$ cat config.mk
export PLATFORM = sky130hd
export DESIGN_NAME = cordic_sqrt_norm_seq_flat
export DESIGN_NICKNAME = d
export VERILOG_FILES = /design/src/rtl/cordic_sqrt_norm_seq_if.sv /design/src/rtl/cordic_sqrt_norm_seq.sv /design/src/flat_wrapper.sv
export SDC_FILE = /design/constraint.sdc
export NUM_CORES = 1
export LEC_CHECK = 0
export CAP_MARGIN = 20
export CORE_MARGIN = 3
export CORE_UTILIZATION = 50
export DETAILED_ROUTE_END_ITERATION = 10
export GPL_TIMING_DRIVEN = 1
export PLACE_DENSITY = 0.62
export SLEW_MARGIN = 20
export SYNTH_ARGS = -nofsm -noshare
export SYNTH_HDL_FRONTEND = slang
export SYNTH_SLANG_ARGS = --single-unit
$ cat constraint.sdc
create_clock -name clk -period 10.05 [get_ports clk]
set_clock_uncertainty 0.15 [all_clocks]
set_input_delay 1.5075 -clock clk [delete_from_list [all_inputs] [get_ports clk]]
set_output_delay 1.5075 -clock clk [all_outputs]
set_load 0.01 [all_outputs]
$ cat src/rtl/cordic_sqrt_norm_seq_if.sv
`default_nettype none
// ============================================================================
// Module  : cordic_sqrt_norm_seq_if
// Brief   : start/operand request and busy/done/result response of the sqrt unit
// Rev     : 1.0
// ============================================================================
interface cordic_sqrt_norm_seq_if #(
  parameter int BW_DIN  = 16,
  parameter int BW_FRAC = 8
);
  logic                          start;
  logic [BW_DIN-1:0]             din;
  logic                          busy;
  logic                          done;
  logic [BW_DIN/2+BW_FRAC-1:0]   dout;

  modport master (output start, din, input busy, done, dout);
  modport slave  (input start, din, output busy, done, dout);
endinterface
`default_nettype wire

$ cat src/rtl/cordic_sqrt_norm_seq.sv
`default_nettype none
// ============================================================================
// Module  : cordic_sqrt_norm_seq
// Brief   : sequential hyperbolic-vectoring CORDIC sqrt with even-shift
//           normalisation, shift-add gain correction, rounding and saturation
// Rev     : 1.0
// ============================================================================
module cordic_sqrt_norm_seq #(
  parameter int BW_DIN   = 16,
  parameter int BW_FRAC  = 8,
  parameter int N_ITER   = 14,
  parameter int BW_GUARD = 4,
  parameter int BW_K     = 18
) (
  input  logic                  clk,
  input  logic                  rstx,
  cordic_sqrt_norm_seq_if.slave bus
);

  localparam int C_HALF    = BW_DIN / 2;
  localparam int C_BW_OUT  = C_HALF + BW_FRAC;
  localparam int C_FR      = BW_DIN + BW_GUARD;
  localparam int C_BW_XY   = BW_DIN + 2 + BW_GUARD;
  localparam int C_BW_ACC  = C_BW_XY + BW_K;
  localparam int C_NSTEP   = N_ITER + ((N_ITER >= 4) ? 1 : 0) + ((N_ITER >= 13) ? 1 : 0);
  localparam int C_CNT_MAX = (C_NSTEP > BW_K) ? C_NSTEP : BW_K;
  localparam int C_BW_CNT  = $clog2(C_CNT_MAX + 1);
  localparam int C_BW_KSH  = $clog2(C_HALF + 1);
  localparam int C_RSH0    = C_FR + BW_K - C_HALF - BW_FRAC - 1;

  localparam logic signed [C_BW_XY-1:0] C_ONE = C_BW_XY'(1) << C_FR;
  localparam logic [C_BW_ACC-1:0]       C_LIM = C_BW_ACC'(1) << C_BW_OUT;

  typedef enum logic [2:0] {
    S_IDLE = 3'd0,
    S_NORM = 3'd1,
    S_ITER = 3'd2,
    S_GAIN = 3'd3,
    S_OUT  = 3'd4
  } state_t;

  // Shift sequence 1,2,3,4,4,5,...,13,13,14,...: steps 4 and 14 repeat the previous shift.
  function automatic int step_shift(input int idx);
    return idx + 1 - ((idx >= 4) ? 1 : 0) - ((idx >= 14) ? 1 : 0);
  endfunction

  // 1/(2*Kh) in Q0.BW_K; Kh^2 accumulated exactly in Q2.62, then an integer sqrt and a rounded divide.
  function automatic logic [BW_K-1:0] gain_const();
    logic [63:0] p;
    logic [63:0] root;
    logic [63:0] trial;
    logic [63:0] num;
    logic [63:0] q;
    p = 64'h1 << 62;
    for (int i = 0; i < C_NSTEP; i++) begin
      p = p - (p >> (2 * step_shift(i)));
    end
    root = 64'h0;
    for (int b = 31; b >= 0; b--) begin
      trial = root | (64'h1 << b);
      if (trial * trial <= p) root = trial;
    end
    num = 64'h1 << (BW_K + 30);
    q   = (num + (root >> 1)) / root;
    return q[BW_K-1:0];
  endfunction

  localparam logic [BW_K-1:0] C_GAIN = gain_const();

  state_t                      r_state;
  logic [BW_DIN-1:0]           r_din;
  logic [C_BW_KSH-1:0]         r_k;
  logic                        r_zero;
  logic signed [C_BW_XY-1:0]   r_x;
  logic signed [C_BW_XY-1:0]   r_y;
  logic [C_BW_CNT-1:0]         r_cnt;
  logic [BW_K-1:0]             r_kbits;
  logic [C_BW_ACC-1:0]         r_mcand;
  logic [C_BW_ACC-1:0]         r_acc;
  logic                        r_busy;
  logic                        r_done;
  logic [C_BW_OUT-1:0]         r_dout;

  logic [C_BW_KSH-1:0]         w_k;
  logic [BW_DIN-1:0]           w_m;
  logic signed [C_BW_XY-1:0]   w_x0;
  logic signed [C_BW_XY-1:0]   w_y0;
  logic signed [C_BW_XY-1:0]   w_xs;
  logic signed [C_BW_XY-1:0]   w_ys;
  logic signed [C_BW_XY-1:0]   w_xn;
  logic signed [C_BW_XY-1:0]   w_yn;
  logic [C_BW_ACC-1:0]         w_t;
  logic [C_BW_ACC-1:0]         w_r;
  logic [C_BW_OUT-1:0]         w_res;

  always_comb begin
    w_k = C_BW_KSH'(C_HALF);
    for (int i = 0; i < BW_DIN; i++) begin
      if (r_din[i]) w_k = C_BW_KSH'((BW_DIN - 1 - i) / 2);
    end
    w_m  = r_din << {w_k, 1'b0};
    w_x0 = C_ONE + (C_BW_XY'(w_m) << BW_GUARD);
    w_y0 = (C_BW_XY'(w_m) << BW_GUARD) - C_ONE;

    w_xs = r_x >>> step_shift(int'(r_cnt));
    w_ys = r_y >>> step_shift(int'(r_cnt));
    // Rotate so that y is driven toward zero from whichever side it sits on.
    w_xn = r_y[C_BW_XY-1] ? (r_x + w_ys) : (r_x - w_ys);
    w_yn = r_y[C_BW_XY-1] ? (r_y + w_xs) : (r_y - w_xs);

    // Denormalise by 2^(HALF-k) and keep one extra bit for half-up rounding.
    w_t = r_acc >> (C_RSH0 + int'(r_k));
    w_r = (w_t + C_BW_ACC'(1)) >> 1;
    if (r_zero)           w_res = '0;
    else if (w_r >= C_LIM) w_res = '1;
    else                  w_res = w_r[C_BW_OUT-1:0];
  end

  always_ff @(posedge clk or negedge rstx) begin
    if (!rstx) begin
      r_state <= S_IDLE;
      r_din   <= '0;
      r_k     <= '0;
      r_zero  <= 1'b0;
      r_x     <= '0;
      r_y     <= '0;
      r_cnt   <= '0;
      r_kbits <= '0;
      r_mcand <= '0;
      r_acc   <= '0;
      r_busy  <= 1'b0;
      r_done  <= 1'b0;
      r_dout  <= '0;
    end else begin
      r_done <= 1'b0;
      if (bus.start) begin
        r_din   <= bus.din;
        r_busy  <= 1'b1;
        r_state <= S_NORM;
      end else begin
        case (r_state)
          S_NORM: begin
            r_k     <= w_k;
            r_zero  <= (r_din == '0);
            r_x     <= w_x0;
            r_y     <= w_y0;
            r_cnt   <= '0;
            r_state <= S_ITER;
          end
          S_ITER: begin
            r_x <= w_xn;
            r_y <= w_yn;
            if (r_cnt == C_BW_CNT'(C_NSTEP - 1)) begin
              r_cnt   <= '0;
              r_mcand <= C_BW_ACC'($unsigned(w_xn));
              r_acc   <= '0;
              r_kbits <= C_GAIN;
              r_state <= S_GAIN;
            end else begin
              r_cnt <= r_cnt + C_BW_CNT'(1);
            end
          end
          S_GAIN: begin
            if (r_kbits[0]) r_acc <= r_acc + r_mcand;
            r_mcand <= r_mcand << 1;
            r_kbits <= r_kbits >> 1;
            r_cnt   <= r_cnt + C_BW_CNT'(1);
            if (r_cnt == C_BW_CNT'(BW_K - 1)) r_state <= S_OUT;
          end
          S_OUT: begin
            r_dout  <= w_res;
            r_done  <= 1'b1;
            r_busy  <= 1'b0;
            r_state <= S_IDLE;
          end
          default: begin
            r_busy  <= 1'b0;
            r_state <= S_IDLE;
          end
        endcase
      end
    end
  end

  assign bus.busy = r_busy;
  assign bus.done = r_done;
  assign bus.dout = r_dout;

endmodule
`default_nettype wire

$ cat src/flat_wrapper.sv
// flat-port wrapper written by rule: the top's interface ports become plain ports
module cordic_sqrt_norm_seq_flat 
#(
  parameter int BW_DIN   = 16,
  parameter int BW_FRAC  = 8,
  parameter int N_ITER   = 14,
  parameter int BW_GUARD = 4,
  parameter int BW_K     = 18
)
  (clk, rstx, bus_start, bus_din, bus_busy, bus_done, bus_dout);
  cordic_sqrt_norm_seq_if #(.BW_DIN(BW_DIN), .BW_FRAC(BW_FRAC)) bus_i ();
  input  logic clk;
  input  logic rstx;
  input wire logic [$bits(bus_i.start)-1:0] bus_start;
  input wire logic [$bits(bus_i.din)-1:0] bus_din;
  output wire logic [$bits(bus_i.busy)-1:0] bus_busy;
  output wire logic [$bits(bus_i.done)-1:0] bus_done;
  output wire logic [$bits(bus_i.dout)-1:0] bus_dout;
  assign bus_i.start = bus_start;
  assign bus_i.din = bus_din;
  assign bus_busy = bus_i.busy;
  assign bus_done = bus_i.done;
  assign bus_dout = bus_i.dout;
  cordic_sqrt_norm_seq #(.BW_DIN(BW_DIN), .BW_FRAC(BW_FRAC), .N_ITER(N_ITER), .BW_GUARD(BW_GUARD), .BW_K(BW_K)) u_core (.clk(clk), .rstx(rstx), .bus(bus_i));
endmodule
# Word-level counts from Yosys, hierarchy flattened
# Cells that the tools add are included.
totals:
  register_bits: 189
  in_bits: 19
  output_inout_bits: 18
op_classes:
  n_addsub: 13
  magnitude_cmp: 3
  eq_ne: 11
  n_shift: 4
  mux: 41
  bitwise: 1
  n_reduce_logical: 12
op_table:
  columns: ["operator", "n"]
  rows:
  - ["$pmux W40 S2", 2]
  - ["$mux W40", 3]
  - ["$pmux W22 S2", 2]
  - ["$mux W4", 16]
  - ["$sshr A22 B32 Y22", 2]
  - ["$sub A32 B32 Y32", 2]
  - ["$add A22 B22 Y22", 2]
  - ["$mux W22", 2]
  - ["$sub A22 B22 Y22", 2]
  - ["$add A40 B1 Y40 const B", 1]
  - ["$add A40 B40 Y40", 1]
  - ["$shr A40 B32 Y40", 1]
  - ["$ge A39 B17 Y1 const B", 1]
  - ["$pmux W18 S2", 1]
  - ["$mux W16", 2]
  - ["$add A21 B20 Y22 const A", 1]
  - ["$sub A20 B21 Y22 const B", 1]
  - ["$mux W18", 1]
  - ["$logic_not A16 Y1", 1]
  - ["$shl A16 B5 Y16", 1]
  - ["$pmux W5 S3", 1]
  - ["$reduce_and A2 Y1", 5]
  - ["$mux W3", 3]
  - ["$pmux W3 S3", 1]
  - ["20 further kinds", 30]

# Depth between registers and ports, before layout
depth:
  ltp_word: 19
  depth_mapped: 36
  mapped_depth_nobuf: 33

# Worst setup path after synthesis
# No wires, ideal clock.
synth_timing:
  path_type: "flip-flop to flip-flop"
  from: "reg u_core.r_cnt[0]"
  to: "reg u_core.r_x[20]"
  setup_time_ps: 144
  arrival_time_ps: 6725
  path_slack_ps: 3031
  path_stages_with_launch: 34
  cell_sequence: "dfrtp_1 -> ha_1 -> buf_4 -> nand3_1 -> inv_1 -> ha_1 -> and3_1 -> ha_1 -> clkbuf_1 -> clkbuf_1 -> clkbuf_1 -> a21oi_1 -> o21ai_1 -> nand4_1 -> a211oi_1 -> nor3_1 -> or2_2 -> ha_1 -> o211a_1 -> o21bai_1 -> a22oi_1 -> ha_1 -> a21o_1 -> a21oi_1 -> o21bai_1 -> a21oi_1 -> o21ai_0 -> a21oi_1 -> o21ai_0 -> o41ai_1 -> o31ai_1 -> a31oi_1 -> xor2_1 -> a21oi_1"
synth_between:
  elab_chain_len: 8
synth_rtl:
  columns: ["element", "line", "rtl"]
  rows:
  - ["from (decl)", "cordic_sqrt_norm_seq.sv:76", "logic [C_BW_CNT-1:0] r_cnt;"]
  - ["from (signal assigned)", "cordic_sqrt_norm_seq.sv:160", "r_cnt <= r_cnt + C_BW_CNT'(1);"]
  - ["from (signal assigned)", "cordic_sqrt_norm_seq.sv:167", "r_cnt <= r_cnt + C_BW_CNT'(1);"]
  - ["$ge A5 B3 Y1", "cordic_sqrt_norm_seq.sv:44", "return idx + 1 - ((idx >= 4) ? 1 : 0) - ((idx >= 14) ? 1 : 0);"]
  - ["$mux W1", "cordic_sqrt_norm_seq.sv:44", null]
  - ["$sub A32 B32 Y32", "cordic_sqrt_norm_seq.sv:44", null]
  - ["$sub A32 B32 Y32 *", "cordic_sqrt_norm_seq.sv:44", null]
  - ["$sshr A22 B32 Y22 *", "cordic_sqrt_norm_seq.sv:106", "w_ys = r_y >>> step_shift(int'(r_cnt));"]
  - ["$sub A22 B22 Y22 / $add A22 B22 Y22 (equally long branches)", "cordic_sqrt_norm_seq.sv:108", "w_xn = r_y[C_BW_XY-1] ? (r_x + w_ys) : (r_x - w_ys);"]
  - ["$mux W22 *", "cordic_sqrt_norm_seq.sv:108", null]
  - ["$pmux W22 S2 *", "cordic_sqrt_norm_seq.sv:141", "case (r_state)"]
  - ["to (signal assigned)", "cordic_sqrt_norm_seq.sv:145", "r_x <= w_x0;"]
  - ["to (signal assigned)", "cordic_sqrt_norm_seq.sv:151", "r_x <= w_xn;"]
  - ["to (decl)", "cordic_sqrt_norm_seq.sv:74", "logic signed [C_BW_XY-1:0] r_x;"]
# Every way passes the cells marked *; elsewhere a longest branch is shown, timed or not.
# A chain may end at the register's enable or synchronous reset.

# Worst setup path after layout
# Same ends and word-level chain as after synthesis.

==> metrics.yaml <==
synth-xor-area-share_pct: 5.999
cts_resized: 0
fp.coreArea_mm2: 0.03480
worstMarginPinSlew_ps: 1018
grt_usage_pct: 30.11
yosys.area.top_type: "dfrtp_1"
syn_to_final_growth_pct: 6.667
clk_pin_slew_ps: 90
grt_overflow_total: 0
rows: 68
pre_cts_ws_ps: 1434
required_ps: 10210
setup_violations: 0
drv_cap: 0
cts_tree: "built"
ctsHoldBuffers: 0
post_cts_buffers: 0
synth_compound_area_share_pct: 23.39
syn-instance-count: 2176
finalHoldViolations: 0
vias: 16880
holdWs_ps: 317.1
startpoint_type: "flop"
antenna_found_initial: 1
drt-total-wl_um: 57600
grt_setup_unrepaired: "no"
netlist_top_cells_area: "dfrtp_1 27%, ha_1 7.0%, nand2_1 6.4%"
path_max_fanout: 27
worstSetupEndpointType: "flop"
clock-sinks: 189
final_common_cell: "nand2_1"
layout_common_cells: "304 x nand2_1, 217 x nor2_1, 188 x dfrtp_1"
drc: 0
critical_path.most_common_cell: "a21oi_1"
fin_nets: 2249
max_stage_delay_ps: 810
die_h_um: 194.6
setup_ws_ps: 1123
drive_gt1_share_pct: 8.742
numPortBuffers: 36
synth_edf_count: 0
synth_top_family_by_area: "compound AO/OA/AOI/OAI gates"
hold-path-cell-count: 2
synth_nets: 2299
synthAdderAreaFrac_pct: 7.482
avgRoutedWirePerCell_um: 22.21
drtPass1Iterations: 6
place_congestion: 1.011
timing.final.crit_share_pct: 88.83
cp_slowest_cell: "a21oi_1"
numCtsBuffers: 17
status: "complete, no violations"
dpl.hpwl_um: 42970
grt_pass1_wl_um: 90040
ys.warnings.count: 0
dieArea_mm2: 0.03788
synth_top_area_share_pct: 26.58
critPathKind: "flop to flop"
synthArstFlopShare_pct: 100.0
synthMuxAreaShare_pct: 11.39
ff2ff_setup_slack_ps: 1120
ys_types: 104
postSynthAreaPerCell_um2: 8.176
r2r_start: "u_core.r_cnt[0]"
synthSimpleGateAreaFrac_pct: 20.71
crit_start: "u_core.r_cnt[0]"
root_buffer: "clkbuf_16"
hold_class: "flop to flop"
clk_latency_ps: 480
synth.cell_area_mm2: 0.01779
synth-seq-cells: 189
nFillCells: 3295
r2r_cells: 33
cp-endpoint: "u_core.r_x[20]"
min_period_ps: 8927
ios: 37
grt_max_degree: 83
die_w_um: 194.6
ant_nets: 0
grt_pass1_vias: 15650
r2r-end: "u_core.r_x[20]"
relSlewSlack_pct: 31.95
clk_path_buf_depth: 2
yosysSeqAreaShare_pct: 26.58
via_per_inst: 6.507
drv_slew: 0
start_util_pct: 51.13
ys.flop_type: "dfrtp_1"
fmax_mhz: 112.0
cts_max_level: 4
fin_tns_setup_ps: 0
antenna_cells: 0
dr.first_iter.drc_count: 1732
critPathArrivalTime_ps: 9090
==> per-layer routing <==
| metal | share of wire, % | vias up | GRT usage [%] |
|---|---|---|---|
| li1 | - | 7888 | - |
| met1 | 45 | 8119 | 42.27 |
| met2 | 42 | 739 | 43.85 |
| met3 | 9.7 | 134 | 9.360 |
| met4 | 3.7 | 0 | 10.90 |
| met5 | 0 | - | 0 |
==> flip-flops by register name, summed over array words and instances, names as in the netlist, 3 cells and up <==
register         flops
u_core.bus.dout     16
u_core.r_cnt         5
u_core.r_mcand      40
u_core.r_k           4
u_core.r_kbits      18
u_core.r_x          22
u_core.r_state       3
u_core.r_y          22
u_core.r_acc        40
u_core.r_din        16
==> Yosys cell counts (all sizes together), types with 19 or more instances <==
| master | number |
|---|---|
| o21ai | 171 |
| clkbuf | 87 |
| mux4 | 43 |
| mux2i | 64 |
| nand2b | 21 |
| a21oi | 170 |
| o31ai | 29 |
| nor2 | 218 |
| nor3 | 39 |
| ha | 100 |
| a211oi | 26 |
| mux2 | 37 |
| nor2b | 26 |
| inv | 43 |
| a31oi | 37 |
| buf | 49 |
| a21o | 34 |
| dfrtp | 189 |
| nand2 | 304 |
| nand3 | 74 |
| xnor2 | 61 |
| xor2 | 53 |
| o211ai | 19 |
==> worst max-delay path, delay by kind of cell (launching register included) <==
kind	cells	cell delay (ps)
simple gates	7	1420
flops	1	590
xor+xnor	1	180
fa+ha+maj	5	1390
buf+inv	3	580
compound gates	17	4430
==> worst min path at each step <==
stage / start / endpoint / slack [ps]
finish: u_core.r_kbits[10] / u_core.r_kbits[10] / 320
global placement: u_core.r_kbits[1] / u_core.r_kbits[1] / 300
global route: u_core.r_kbits[7] / u_core.r_kbits[7] / 330
detailed placement: u_core.r_kbits[10] / u_core.r_kbits[10] / 300
CTS: u_core.r_kbits[10] / u_core.r_kbits[10] / 320
floorplan: u_core.r_kbits[10] / u_core.r_kbits[10] / 280
==> per-stage QoR <==
step           cells  instance area (µm²)  util, %
3_3_place_gp    2561                18370    52.78
3_5_place_dp    2561                18370    52.78
5_1_grt         2594                18980    54.54
2_1_floorplan   2176                17790        -
6_report        2594                18980    54.54
4_1_cts         2593                18970    54.51
==> cells by family after synthesis <==
| group | after synthesis |
|---|---|
| mux | 144 |
| fa+ha+maj | 104 |
| simple gates | 798 |
| xor+xnor | 117 |
| buf+inv | 182 |
| flops | 189 |
| compound gates | 642 |
==> cell type report <==
type	instances	area (µm²)	area share [%]
clock buffer	19	452.9	2.387
clock inverter	13	148.9	0.7845
inverter	46	172.7	0.9098
multi-input combinational	1805	12300	64.83
sequential	189	4731	24.93
tap	455	569.3	3.000
timing repair buffer	67	600.6	3.165
Power is not shown: default switching activity piles up to over one toggle a cycle in this logic, so the estimate is an artifact.
